**src/rtl/ternary_prog_loader.sv**
```systemverilog
// Framed byte-stream loader: checks SYNC/length/checksum framing, packs three
// payload bytes into one 9-trit word and writes it into IMEM from address 0.
package ternary_pkg;
  typedef logic [1:0] trit_t;
  localparam trit_t T_ZERO    = 2'b00;
  localparam trit_t T_POS_ONE = 2'b01;
  localparam trit_t T_NEG_ONE = 2'b10;
endpackage

module ternary_prog_loader #(
  parameter int         IMEM_DEPTH     = 243,
  parameter logic [7:0] SYNC_BYTE      = 8'hA5,
  parameter int         TIMEOUT_CYCLES = 1_000_000
) (
  input  logic                     clk,
  input  logic                     rst_n,
  input  logic [7:0]               rx_data,
  input  logic                     rx_valid,
  output logic                     rx_ready,
  output logic                     prog_mode,
  output logic [7:0]               prog_addr,
  output ternary_pkg::trit_t [8:0] prog_data,
  output logic                     prog_we,
  output logic                     load_done,
  output logic                     load_error,
  output logic [7:0]               words_loaded
);
  import ternary_pkg::*;

  localparam int              TO_W    = (TIMEOUT_CYCLES > 2) ? $clog2(TIMEOUT_CYCLES) : 1;
  localparam logic [TO_W-1:0] TO_LAST = TO_W'(TIMEOUT_CYCLES - 1);

  typedef enum logic [2:0] {S_IDLE, S_LEN, S_PAYLOAD, S_CSUM, S_ERROR} state_t;

  state_t          state, state_nx;
  logic            accept, byte_ok, to_hit;
  logic            start, wr_word, csum_good;
  logic [7:0]      len_q, csum_q;
  logic [1:0]      bcnt;
  logic [11:0]     word_q;
  logic [TO_W-1:0] to_cnt;

  // Payload bytes carry three trit codes in [5:0]; [7:6] must be clear.
  function automatic logic byte_legal(input logic [7:0] b);
    logic ok;
    ok = (b[7:6] == 2'b00);
    for (int k = 0; k < 3; k++) begin
      if (!(b[2*k +: 2] inside {T_ZERO, T_POS_ONE, T_NEG_ONE})) ok = 1'b0;
    end
    return ok;
  endfunction

  assign rx_ready = rst_n;
  assign accept   = rx_valid && rx_ready;
  assign byte_ok  = byte_legal(rx_data);
  assign to_hit   = (to_cnt == TO_LAST);

  always_ff @(posedge clk or negedge rst_n) begin
    if (!rst_n) state <= S_IDLE;
    else        state <= state_nx;
  end

  always_comb begin
    state_nx  = state;
    start     = 1'b0;
    wr_word   = 1'b0;
    csum_good = 1'b0;
    case (state)
      S_IDLE: begin
        if (accept && rx_data == SYNC_BYTE) begin
          state_nx = S_LEN;
          start    = 1'b1;
        end
      end
      S_LEN: begin
        if (accept) begin
          if (rx_data == 8'd0 || int'(rx_data) > IMEM_DEPTH) state_nx = S_ERROR;
          else                                                state_nx = S_PAYLOAD;
        end else if (to_hit) begin
          state_nx = S_ERROR;
        end
      end
      S_PAYLOAD: begin
        if (accept) begin
          if (!byte_ok) begin
            state_nx = S_ERROR;
          end else if (bcnt == 2'd2) begin
            wr_word = 1'b1;
            if (words_loaded + 8'd1 == len_q) state_nx = S_CSUM;
          end
        end else if (to_hit) begin
          state_nx = S_ERROR;
        end
      end
      S_CSUM: begin
        if (accept) begin
          if (rx_data == csum_q) begin
            csum_good = 1'b1;
            state_nx  = S_IDLE;
          end else begin
            state_nx = S_ERROR;
          end
        end else if (to_hit) begin
          state_nx = S_ERROR;
        end
      end
      S_ERROR: state_nx = S_IDLE;
      default: state_nx = S_IDLE;
    endcase
  end

  always_ff @(posedge clk or negedge rst_n) begin
    if (!rst_n) begin
      prog_mode    <= 1'b0;
      prog_addr    <= '0;
      prog_data    <= '0;
      prog_we      <= 1'b0;
      load_done    <= 1'b0;
      load_error   <= 1'b0;
      words_loaded <= '0;
      len_q        <= '0;
      csum_q       <= '0;
      bcnt         <= '0;
      word_q       <= '0;
      to_cnt       <= '0;
    end else begin
      prog_we   <= wr_word;
      load_done <= csum_good;
      if (start) begin
        prog_mode    <= 1'b1;
        load_error   <= 1'b0;
        prog_addr    <= '0;
        words_loaded <= '0;
        csum_q       <= '0;
        bcnt         <= '0;
      end else begin
        if (csum_good || state == S_ERROR) prog_mode <= 1'b0;
        if (state == S_ERROR) load_error <= 1'b1;
        // Address advances only once the strobe cycle has been seen by IMEM.
        if (prog_we) prog_addr <= prog_addr + 8'd1;
        if (wr_word) words_loaded <= words_loaded + 8'd1;
        if (state == S_PAYLOAD && accept) begin
          csum_q <= csum_q ^ rx_data;
          if (byte_ok) bcnt <= (bcnt == 2'd2) ? 2'd0 : bcnt + 2'd1;
          if (bcnt == 2'd0) word_q[5:0]  <= rx_data[5:0];
          if (bcnt == 2'd1) word_q[11:6] <= rx_data[5:0];
        end
      end
      if (wr_word) prog_data <= {rx_data[5:0], word_q};
      if (state == S_LEN && accept) len_q <= rx_data;
      if ((state == S_LEN || state == S_PAYLOAD || state == S_CSUM) && !accept)
        to_cnt <= to_cnt + 1'b1;
      else
        to_cnt <= '0;
    end
  end

endmodule

```
**config.mk**
```make
export PLATFORM = sky130hd
export DESIGN_NAME = ternary_prog_loader
export DESIGN_NICKNAME = d
export VERILOG_FILES = /design/src/rtl/ternary_prog_loader.sv
export SDC_FILE = /design/constraint.sdc
export NUM_CORES = 1
export LEC_CHECK = 0
export BUFFER_PORTS_ARGS = -buffer_cell sky130_fd_sc_hd__buf_2
export CAP_MARGIN = 20
export CORE_MARGIN = 2
export CORE_UTILIZATION = 50
export CTS_BUF_LIST = sky130_fd_sc_hd__clkbuf_4 sky130_fd_sc_hd__clkbuf_8 sky130_fd_sc_hd__clkbuf_16
export DETAILED_ROUTE_END_ITERATION = 10
export PLACE_DENSITY = 0.7
export REMOVE_ABC_BUFFERS = 1
export SLEW_MARGIN = 20
export SYNTH_ARGS = -nofsm -noshare
export SYNTH_HDL_FRONTEND = slang
export SYNTH_SLANG_ARGS = --single-unit
```
**constraint.sdc**
```tcl
create_clock -name clk -period 4.3 [get_ports clk]
set_input_delay 0.86 -clock clk [delete_from_list [all_inputs] [get_ports clk]]
set_output_delay 0.86 -clock clk [all_outputs]
set_load 0.02 [all_outputs]
```
# [Yosys cells after proc, flatten, opt, wreduce, memory -nomap -nowiden]
# Index checks and enable logic that the tools add are counted.
[word_totals] input_bits=11 register_bits=91
[classes] n_mux=38 addsub=4 magnitude_cmp=1 eq_ne=19 n_reduce_logical=30 n_bitwise=2
[op_table] cell="$mux 8" count=6
[op_table] cell="$mux 3" count=10
[op_table] cell="$add 20x1->20 const B" count=1
[op_table] cell="$eq 20x20->1 const B" count=1
[op_table] cell="$mux 20" count=1
[op_table] cell="$add 8x1->8 const B" count=2
[op_table] cell="$eq 8x8->1" count=2
[op_table] cell="$mux 1" count=16
[op_table] cell="$pmux 3 s4" count=1
[op_table] cell="$reduce_bool 2->1" count=6
[op_table] cell="$logic_not 2->1" count=5
[op_table] cell="$reduce_and 3->1" count=3
[op_table] cell="$reduce_bool 3->1" count=3
[op_table] cell="$eq 2x1->1 const B" count=4
[op_table] cell="$eq 2x2->1 const B" count=4
[op_table] cell="$eq 8x8->1 const B" count=1
[op_table] cell="$gt 8x8->1 const B" count=1
[op_table] cell="$logic_not 8->1" count=1
[op_table] cell="$mux 2" count=4
[op_table] cell="$ne 4x4->1 const B" count=2
[op_table] cell="$xor 8x8->8" count=1
[op_table] cell="$eq 3x2->1 const B" count=2
[op_table] cell="$logic_and 1x1->1" count=5
[op_table] cell="$logic_or 1x1->1" count=4
[op_table] cell="other kinds (8)" count=8

# [Longest topological paths before layout]
# Gate-level depths: netlist of the first run.
[logic_depth] depth_word=10 ltp_mapped=7

# [Worst setup path before layout of the first run]
# No wires, ideal clock.
[synth_path] path_type="register to register" start="register words_loaded[0]" end="register state[0]" path_stages_with_launch=7 arrival_time_ns=2.557 path_buffers=0 path_slack_ns=1.632 setup_time_ns=0.111 period_less_slack_ns=2.668 path_cell_list="dfrtp_1 > ha_1 > xor2_1 > or4_1 > a211o_1 > or4_4 > a2111oi_2"
[synth_between] elab_chain_cells=4
[synth_lines] element="start, declared" line="26" source="output logic [7:0] words_loaded"
[synth_lines] element="start signal, assigned" line="141" source="if (wr_word) words_loaded <= words_loaded + 8'd1;"
[synth_lines] element="$add 8x1->8" line="89" source="if (words_loaded + 8'd1 == len_q) state_nx = S_CSUM;"
[synth_lines] element="$eq 8x8->1" line="89"
[synth_lines] element="$ne 4x4->1 (no source line)"
[synth_lines] element="$reduce_and 3->1 (no source line)"
[synth_lines] element="end signal, assigned" line="60" source="else state <= state_nx;"
[synth_lines] element="end, declared" line="35" source="state_t state, state_nx;"
# Every way passes these cells.
# A chain may end at the register's enable or synchronous reset.

# [Worst setup path after layout of the first run]
[layout_path] start="input rst_n" end="register words_loaded[2]"
[layout_between] elab_chain_cells=5
[layout_lines] element="start, declared" line="16" source="input logic rst_n,"
[layout_lines] element="$logic_and 1x1->1 *" line="54" source="assign accept = rx_valid && rx_ready;"
[layout_lines] element="$logic_and 1x1->1" line="70" source="if (accept && rx_data == SYNC_BYTE) begin"
[layout_lines] element="$mux 1" line="70"
[layout_lines] element="$mux 1" line="68" source="case (state)"
[layout_lines] element="$mux 8 or $reduce_bool 2->1 (tied branches)"
# Every way passes the cells marked *; elsewhere a longest branch is shown, timed or not.

==> summary.md, run 1 <==
| Metric | Value |
|---|---|
| Die Wd | a little under 100 um |
| Initial antenna violation count | 0 |
| Vias in the first global route | roughly 3k |
| Unrepaired setup endpoints after global routing | no |
| Min-delay src | to_cnt[0] |
| Global-route wire length before repair | between 10 and 15 mm |
| R2r startpoint | words_loaded[0] |
| Total power | around 2.0 mW |
| Largest net degree at the start of global routing | 48 |
| Yosys cell types | 50 |
| Status | finished clean |
| Synth top area share | approximately 52% |
| Period minus WS final | 2.84 ns |
| Fill count | roughly 750 |
| Tcrit/Tclk final | between 60% and 70% |
| Largest family of logic cells by synthesized area | simple AND/OR/NAND/NOR gates |
| R2R cell count | 6 |
| IO Pins | 50 |
| CTS tree | yes |
| DR vias/cell | 5.51 |
| EDFF count, synth | 0 |
| Critical-path cell list | buf_4 -> nand2_1 -> or3_1 -> nor4_4 -> buf_4 -> mux2_2 -> o21ai_0 |
| Clock skew | 0.0119 ns |
| Top-count cell post-synth | dfrtp_1 |
| Worst r2r dst | state[0] |
| Overall via count from detail_route | around 3k |
| Endpoint class of the critical path | register |
| Gr usage total | 18.5% |
| Top cells by count, synth | dfrtp_1 (91), nor2_1 (48), mux2_2 (40), xor2_1 (29), nand2_1 (16) |
| Xor/xnor share of the synthesized area | approximately 9% |
| DP Worst Slack | roughly 1.1 ns |
| Antenna cells | 0 |
| Post-CTS Setup Inserts | 0 |
| Synthesized area | approximately 0.0044 mm2 |
| Measured slew at the worst slew-check pin | ~0.94 ns |
| Hold path endpoint | to_cnt[0] |
| Compound-gate portion of the synthesized area | ~6.6% |
| Relative max-transition margin | 37.0% |
| Crit Path Class | input port to register |
| Main flop type after synthesis | dfrtp_1 |
| Cell at the slowest stage of the critical path | or3_1 |
| Post-CTS Resized | 0 |
| Row Count | 34 |
| Core Region | between 0.008 and 0.009 mm2 |
| Num CTS Buffers | 9 |
| Crit path largest cell delay | 0.68 ns |
| #FFs+latches synth | 91 |
| Worst EP required | around 4.6 ns |
| Post-synthesis mux area share | a little under an eighth |
| Setup TNS | 0 ns |
| Layout Utilization | 56.7% |
| Synth top area cells | dfrtp_1 (52%), mux2_2 (10%), xor2_1 (5.8%), nor2_1 (4.1%), xnor2_1 (3.0%) |
| DP HPWL | ~5.6 mm |
| Post-synthesis cell count | around 400 |
| Ratio of cells with drive above 1 in the final layout | between 20% and 30% |
| Peak VDD IR | 201 uV |
| R2r setup slk | around 1.6 ns |
| Fin nets | approximately 450 |
| Die area | 0.00955 mm2 |
| Routed length per instance | between 15 and 20 um |
| Final worst slack | between 1 and 1.5 ns |
| Setup crit start kind | input port |
| Avg Inst Size Synth | 11.2 um2 |
| WP data arrival | between 3 and 4 ns |
| Hold_ws | 0.489 ns |
| Die outline height | slightly below 100 um |
| Max frequency | between 300 and 400 MHz |
| H-tree depth | 3 |
| Leak | roughly 2.3 nW |
| Reg clk slew, reported paths | ~0.09 ns |
| Synth warn | 0 |
| RePlAce Congestion | approximately 0.85 |
| Post-synth ARST share | 100% |
| Adder-cell area share of the yosys netlist | 0.855% |
| Root buf cell | clkbuf_8 |
| Hold WC Path Type | register to register |
| PD cells | 408 mW/mm2 |
| Seq/Total Area, Yosys | ~52% |
| Antenna Nets Post-Route | 0 |
| Hold path cells | 1 |
| Clock Sinks | roughly 90 |
| Hold buffer count at cts | 0 |
| Skew-Pair Late Insertion Delay | 0.35 ns |
| Endpoints failing setup | 0 |
| Initial Util | between 50% and 60% |
| DRC Markers | 0 |
| Synth-to-Final Area Change | 11.5% |
| Top cell type by total area after synthesis | dfrtp_1 |
| Grt ovf | 0 |
| Most used cell, CP | buf_4 |
| CP max FO | 34 |
| Port Buffers | 49 |
| Final Max Slew Viols | 0 |
| Simple-gate share of the synthesized area | around 17% |
| Clock Path Buffers | 2 |
| DRT Pass-1 Iters | 4 |
| Final WL | 8.28 mm |
| Hold Fails Final Rpt | 0 |
| Max Cap Viol | 0 |
| 1st-iter DRT viols | 149 |
==> cell families after synthesis <==
logic type / Yosys count
and+or+nand+nor: 139
DFF: 91
muxes: 47
xor gates and xnor gates: 44
AOI/OAI and AO/OA: 39
buffers and inverters: 28
adders and majority gates: 3
==> cell usage in the layout (no fill, tap or decap), types with 2 or more instances in the layout <==
cell and count:
dfrtp_1 91, a21o_1 8, mux2i_1 7, o21ai_0 10
nand3_1 11, nor4_1 3, buf_2 48, a22o_1 6
or2_2 2, buf_4 4, a211oi_1 3, ha_1 3
xor2_1 29, nor2b_1 3, nor2_1 48, nor3_1 8
nand2b_1 3, and3_1 9, nand4_1 10, nand2_1 16
nor3b_1 8, clkbuf_8 9, nor4_4 2, or3_1 4
xnor2_1 15, or4_1 2, inv_1 5, mux2_2 40
clkinvlp_4 3
==> state kept, by name (all words and copies together) (netlist names), 3 cells and up <==
register	cells
state	3
csum_q	8
word_q	12
prog_data	18
prog_addr	8
len_q	8
words_loaded	8
to_cnt	20
==> how the worst max path moves through the flow <==
stage	from	to	slack, ns	cells after the start
2_1_floorplan	rx_valid	words_loaded[2]	0.88	5
3_5_place_dp	rst_n	words_loaded[2]	1.09	7
3_3_place_gp	rst_n	words_loaded[2]	1.16	7
6_report	rst_n	words_loaded[2]	1.46	7
4_1_cts	rst_n	words_loaded[2]	1.46	7
5_1_grt	rx_data[1]	words_loaded[4]	1.30	6
==> worst max-delay path, delay by kind of cell <==
| kind | cells | cell delay (ns) |
|---|---|---|
| muxes | 1 | 0.38 |
| buffers and inverters | 2 | 0.53 |
| and+or+nand+nor | 3 | 1.18 |
| AOI/OAI and AO/OA | 1 | 0.14 |
==> routing by layer <==
| metal | GRT usage, % | wire length, um | vias up |
|---|---|---|---|
| met2 | 29.5 | 3910 | 59 |
| met4 | 6.41 | 123 | 0 |
| li1 | - | - | 1451 |
| met3 | 2.66 | 269 | 9 |
| met1 | 26.0 | 3970 | 1476 |
| met5 | 0 | 0 | - |
==> stage by stage <==
stage                     area, um2  std cells
after CTS                      4900        544
final                          4900        544
after floorplan                4290        368
after global routing           4900        544
after global placement         4700        528
after detailed placement       4700        528
==> power by group <==
part | internal, mW | total [mW] | switching (mW)
sequential | 0.980 | 1.09 | 0.107
combinational | 0.168 | 0.340 | 0.173
clock | 0.275 | 0.571 | 0.296
==> area by class of cell <==
cell class	count	area [um2]	share of cell area [%]
well taps	108	135	2.76
inverters	5	18.8	0.383
flip-flops and latches	91	2280	46.5
clock buffers	10	131	2.68
repair buffers	52	270	5.52
clock inverters	6	66.3	1.35
multi-input cells	272	2000	40.8
Note: power is estimated with default switching activity, not from simulation.
==> run 2: changes to the inputs <==
==> constraint.sdc (replaced) <==
create_clock -name clk -period 2.97 [get_ports clk]
set_input_delay 0.594 -clock clk [delete_from_list [all_inputs] [get_ports clk]]
set_output_delay 0.594 -clock clk [all_outputs]
set_load 0.02 [all_outputs]
==> summary.md, run 2 (synthesis gave the netlist of run 1 again) <==
| Metric | Value |
|---|---|
| Row Count | 34 |
| Critical-path cell list | ha_1 -> xor2_1 -> or4_1 -> a211o_1 -> or4_4 -> a2111oi_2 |
| Skew-Pair Late Insertion Delay | around 0.35 ns |
| Leak | approximately 2.3 nW |
| Status | finished clean |
| Multi-input gate area | around 0.002 mm2 |
| Max Cap Viol | 0 |
| H-tree depth | 3 |
| 1st-iter DRT viols | roughly 130 |
| Vias in the first global route | between 3k and 4k |
| Placed cell area | approximately 0.0047 mm2 |
| Largest net degree at the start of global routing | just under 60 |
| Ratio of cells with drive above 1 in the final layout | 28.8% |
| Fill count | 752 |
| R2r startpoint | words_loaded[0] |
| Reg with most FFs | to_cnt |
| Peak VDD IR | roughly 320 uV |
| Die Wd | about 100 um |
| Fin nets | 450 |
| R2R cell count | 6 |
| Reg clk slew, reported paths | around 0.090 ns |
| Relative max-transition margin | between 50 and 60% |
| CP max FO | 6 |
| Period minus WS final | ~2.7 ns |
| Top flop regs | to_cnt (20), prog_data (18), word_q (12) |
| RePlAce Congestion | 0.864 |
| DP HPWL | 5.89 mm |
| Endpoint class of the critical path | register |
| DRT Pass-1 Iters | 4 |
| Port Buffers | 49 |
| Final Max Slew Viols | 0 |
| Cell at the slowest stage of the critical path | or4_4 |
| Hold Fails Final Rpt | 0 |
| Synth-to-Final Area Change | 13.4% |
| Core Region | roughly 0.0086 mm2 |
| Flip-flop count of the largest register after layout | 20 |
| Crit Path Class | register to register |
| Crit path largest cell delay | around 0.52 ns |
| Setup crit start kind | register |
| IO Pins | 50 |
| Setup TNS | 0 ns |
| Worst r2r dst | state[0] |
| Hold WC Path Type | input port to asynchronous set/reset pin |
| DRC Markers | 0 |
| Routed length per instance | around 15 um |
| Register area | about 0.0023 mm2 |
| Worst EP required | around 3.2 ns |
| Clock Sinks | 91 |
| Clock skew | about 0.009 ns |
| DR vias/cell | approximately 5.5 |
| Post-CTS Setup Inserts | 0 |
| CTS tree | yes |
| Post-CTS Resized | 0 |
| Initial Util | between 50% and 60% |
| Die area | between 0.009 and 0.01 mm2 |
| Endpoints failing setup | 0 |
| WP data arrival | between 2 and 3 ns |
| Unrepaired setup endpoints after global routing | no |
| Tcrit/Tclk final | between 90% and 100% |
| Overall via count from detail_route | about 3k |
| Family with the most delay on the worst path | simple AND/OR/NAND/NOR gates |
| Gr usage total | roughly 18% |
| Final WL | roughly 8.5 mm |
| Final Cell Area | 0.00498 mm2 |
| Clock Path Buffers | 2 |
| Crit path buf inv count | 0 |
| Root buf cell | clkbuf_8 |
| Num CTS Buffers | 9 |
| Most common cell after layout, fill and taps aside | dfrtp_1 |
| Initial antenna violation count | 1 |
| Measured slew at the worst slew-check pin | around 0.7 ns |
| Layout Utilization | 57.7% |
| Global-route wire length before repair | ~14 mm |
| Max frequency | 370 MHz |
| R2r setup slk | around 0.27 ns |
| Die outline height | ~98 um |
| Grt ovf | 0 |
| Commonest cells after routing, fill and taps aside | dfrtp_1 (91), nor2_1 (48), buf_2 (48), mux2_2 (40), xor2_1 (29) |
| PD cells | 606 mW/mm2 |
| Hold buffer count at cts | 0 |
| Antenna Nets Post-Route | 0 |
## run 2: changes by cell type in the layout (fill, tap and decap cells not counted), sizes merged
| cell | previous run | this run |
|---|---|---|
| bufinv | 1 | 2 |
| clkinv | 2 | 1 |
| inv | 5 | 7 |
| buf | 52 | 57 |
| diode | 0 | 1 |
| clkinvlp | 3 | 1 |
## run 2: worst max path at each step
stage | cells after the start | startpoint | slack (ns) | endpoint
3_5_place_dp | 6 | words_loaded[0] | 0.30 | state[0]
2_1_floorplan | 5 | rx_valid | -0.18 | words_loaded[2]
4_1_cts | 6 | words_loaded[0] | 0.26 | state[0]
3_3_place_gp | 6 | words_loaded[0] | 0.34 | state[0]
6_report | 6 | words_loaded[0] | 0.27 | state[0]
5_1_grt | 6 | words_loaded[0] | 0.19 | state[0]
## run 2: area by class of cell
type,instances,share of cell area (%)
antenna,1,0.0502
inverter,5,0.377
tap,108,2.71
timing repair buffer,57,6.43
multi-input combinational,272,40.1
clock buffer,10,2.76
clock inverter,6,1.88
sequential,91,45.7
## run 2: routing by layer
layer | part of all wire, % | GRT usage (%)
met5 | 0 | 0
met4 | 1.3 | 6.20
met3 | 3.3 | 3.53
met2 | 47 | 29.4
met1 | 48 | 25.3
## run 2: worst reg2reg max path: stages, from the launching register on
cell	delay [ns]
dfrtp_1	0.46
ha_1	0.36
xor2_1	0.16
or4_1	0.47
a211o_1	0.29
or4_4	0.52
a2111oi_2	0.35
## run 2: where the power goes
part	switching (mW)	leakage [nW]	internal (mW)
clock	0.442	0.113	0.505
sequential	0.159	1.19	1.42
combinational	0.249	0.996	0.247
total	0.850	2.30	2.17
## run 2: through the flow
step	worst slack (ns)	power, mW	instances	hold WS [ns]
after global routing	0.192	3.18	550	0.327
after detailed placement	0.299	2.11	533	0.480
after global placement	0.338	2.08	533	0.470
after CTS	0.257	3.06	549	0.306
final	0.270	3.02	550	0.301
after floorplan	-0.183	1.93	368	0.298
==> run 3: changes to the inputs <==
--- a/config.mk
+++ b/config.mk
@@ -12,6 +12,7 @@
 export CTS_BUF_LIST = sky130_fd_sc_hd__clkbuf_4 sky130_fd_sc_hd__clkbuf_8 sky130_fd_sc_hd__clkbuf_16
 export DETAILED_ROUTE_END_ITERATION = 10
 export PLACE_DENSITY = 0.7
+export RECOVER_POWER = 50
 export REMOVE_ABC_BUFFERS = 1
 export SLEW_MARGIN = 20
 export SYNTH_ARGS = -nofsm -noshare
==> summary.md, run 3 (synthesis gave the netlist of run 1 again) <==
| Metric | Value |
|---|---|
| R2r setup slk | 0.27 ns |
| Die outline height | between 90 and 100 um |
| Largest net degree at the start of global routing | 58 |
| Worst r2r dst | state[0] |
| Reg with most FFs | to_cnt |
| DP Worst Slack | roughly 0.3 ns |
| Skew-Pair Late Insertion Delay | 0.35 ns |
| Vias in the first global route | between 3k and 4k |
| Worst EP required | 3.21 ns |
| Antenna Nets Post-Route | 0 |
| Flip-flop count of the largest register after layout | 20 |
| DP HPWL | between 5 and 6 mm |
| DRC Markers | 0 |
| DRT Pass-1 Iters | 4 |
| Die area | roughly 0.0095 mm2 |
| Switching part of the total | between 20% and 30% |
| Overall via count from detail_route | 3028 |
| Ratio of cells with drive above 1 in the final layout | around 22% |
| RePlAce Congestion | slightly below 0.9 |
| Post-CTS Resized | 0 |
| WP data arrival | ~2.9 ns |
| CTS tree | yes |
| Final worst slack | approximately 0.27 ns |
| 1st-iter DRT viols | 116 |
| Final Cell Area | between 0.004 and 0.005 mm2 |
| Final WL | 8.45 mm |
| Fill count | 759 |
| Measured slew at the worst slew-check pin | 1.40 ns |
| Hold WC Path Type | input port to asynchronous set/reset pin |
| CP max FO | 6 |
| Port Buffers | 49 |
| Gr usage total | between 10% and 20% |
| Synth-to-Final Area Change | 12.5% |
| Critical-path cell list | ha_1 -> xor2_1 -> or4_1 -> a211o_1 -> or4_4 -> a2111oi_2 |
| Initial Util | between 50% and 60% |
| PD cells | between 600 and 700 mW/mm2 |
| Clock Sinks | 91 |
| R2r startpoint | words_loaded[0] |
| DR vias/cell | approximately 5.5 |
| Clock Path Buffers | 2 |
| Leak | ~2.2 nW |
| Crit Path Class | register to register |
| Clock skew | around 0.0096 ns |
| Unrepaired setup endpoints after global routing | no |
| Core Region | 0.00864 mm2 |
| Most common cell after layout, fill and taps aside | dfrtp_1 |
| Final Max Slew Viols | 0 |
| Tcrit/Tclk final | about nine tenths |
| Num CTS Buffers | 9 |
| Flop pwr share | 52.4% |
| Top flop regs | to_cnt (20), prog_data (18), word_q (12) |
| Relative max-transition margin | approximately 7% |
| Final non-filler cell total | between 500 and 600 |
| H-tree depth | 3 |
| Commonest cells after routing, fill and taps aside | dfrtp_1 (91), nor2_1 (48), mux2_2 (40), clkbuf_1 (30), xor2_1 (29) |
| Setup crit start kind | register |
| Clock power frac | 31.3% |
| Max Cap Viol | 0 |
| Internal power | 2.16 mW |
| Placed cell area | between 0.004 and 0.005 mm2 |
| Post-CTS Setup Inserts | 0 |
| Fin nets | between 400 and 500 |
| Grt ovf | 0 |
| Endpoint class of the critical path | register |
| Row Count | 34 |
| Peak VDD IR | between 300 and 400 uV |
| Endpoints failing setup | 0 |
| Root buf cell | clkbuf_8 |
| NetSw | approximately 0.85 mW |
| Hold buffer count at cts | 0 |
| Initial antenna violation count | 1 |
| R2R cell count | 6 |
| Hold_ws | around 0.39 ns |
| Max frequency | roughly 370 MHz |
| Layout Utilization | 57.2% |
| Placed cells | 533 |
| Hold Fails Final Rpt | 0 |
| Die Wd | 97.7 um |
| Routed length per instance | ~15 um |
| Status | finished clean |
| Period minus WS final | between 2 and 3 ns |
| Global-route wire length before repair | roughly 14 mm |
| Cell at the slowest stage of the critical path | or4_4 |
| Reg clk slew, reported paths | around 0.09 ns |
| IO Pins | 50 |
| Crit path largest cell delay | between 0.5 and 0.6 ns |
| Combinational power share | between 10% and 20% |
==> run 3: cell types whose count changed in the layout (fill, tap and decap cells not counted), sizes merged <==
| cell | before | now |
|---|---|---|
| clkbuf | 10 | 41 |
| buf | 57 | 26 |
==> run 3: metrics by stage <==
stage / TNS (ns) / total power [mW]
2_1_floorplan: -2.87 / 1.93
3_3_place_gp: 0 / 2.08
3_5_place_dp: 0 / 2.11
4_1_cts: 0 / 3.06
5_1_grt: 0 / 3.18
6_report: 0 / 3.01
==> run 3: cell type report <==
class                           instances  area [um2]  share of cell area (%)
Tap cell                              108         135                    2.74
Multi-Input combinational cell        272        2000                    40.4
Sequential cell                        91        2280                    46.1
Clock buffer                           10         138                    2.79
Timing Repair Buffer                   57         278                    5.62
Clock inverter                          6        93.8                    1.90
Antenna cell                            1        2.50                  0.0507
Inverter                                5        18.8                   0.380
==> run 3: per-layer routing <==
metal	part of all wire [%]	up-vias	track usage, %	routed length (um)
met4	1.1	0	6.20	95
met2	47	59	29.4	3990
li1	-	1460	-	-
met5	0	-	0	0
met1	48	1500	25.3	4090
met3	3.3	9	3.53	281
==> run 3: critical path: cells and delay by family, from the launching register on <==
family / cells / cell delay, ns
simple gates: 2 / 0.98
compound gates: 2 / 0.64
flops: 1 / 0.46
fa+ha+maj: 1 / 0.35
xor+xnor: 1 / 0.16
==> run 3: worst max path at each step <==
stage | start | to | slack, ns
2_1_floorplan | rx_valid | words_loaded[2] | -0.18
4_1_cts | words_loaded[0] | state[0] | 0.26
3_3_place_gp | words_loaded[0] | state[0] | 0.34
3_5_place_dp | words_loaded[0] | state[0] | 0.30
5_1_grt | words_loaded[0] | state[0] | 0.19
6_report | words_loaded[0] | state[0] | 0.27
==> run 3: power by group through the flow <==
stage / Sequential, mW / Combinational (mW) / Clock (mW)
5_1_grt: 1.61 / 0.555 / 1.02
6_report: 1.58 / 0.491 / 0.944
4_1_cts: 1.58 / 0.506 / 0.975
3_5_place_dp: 1.60 / 0.503 / 0
2_1_floorplan: 1.58 / 0.349 / 0
3_3_place_gp: 1.59 / 0.489 / 0
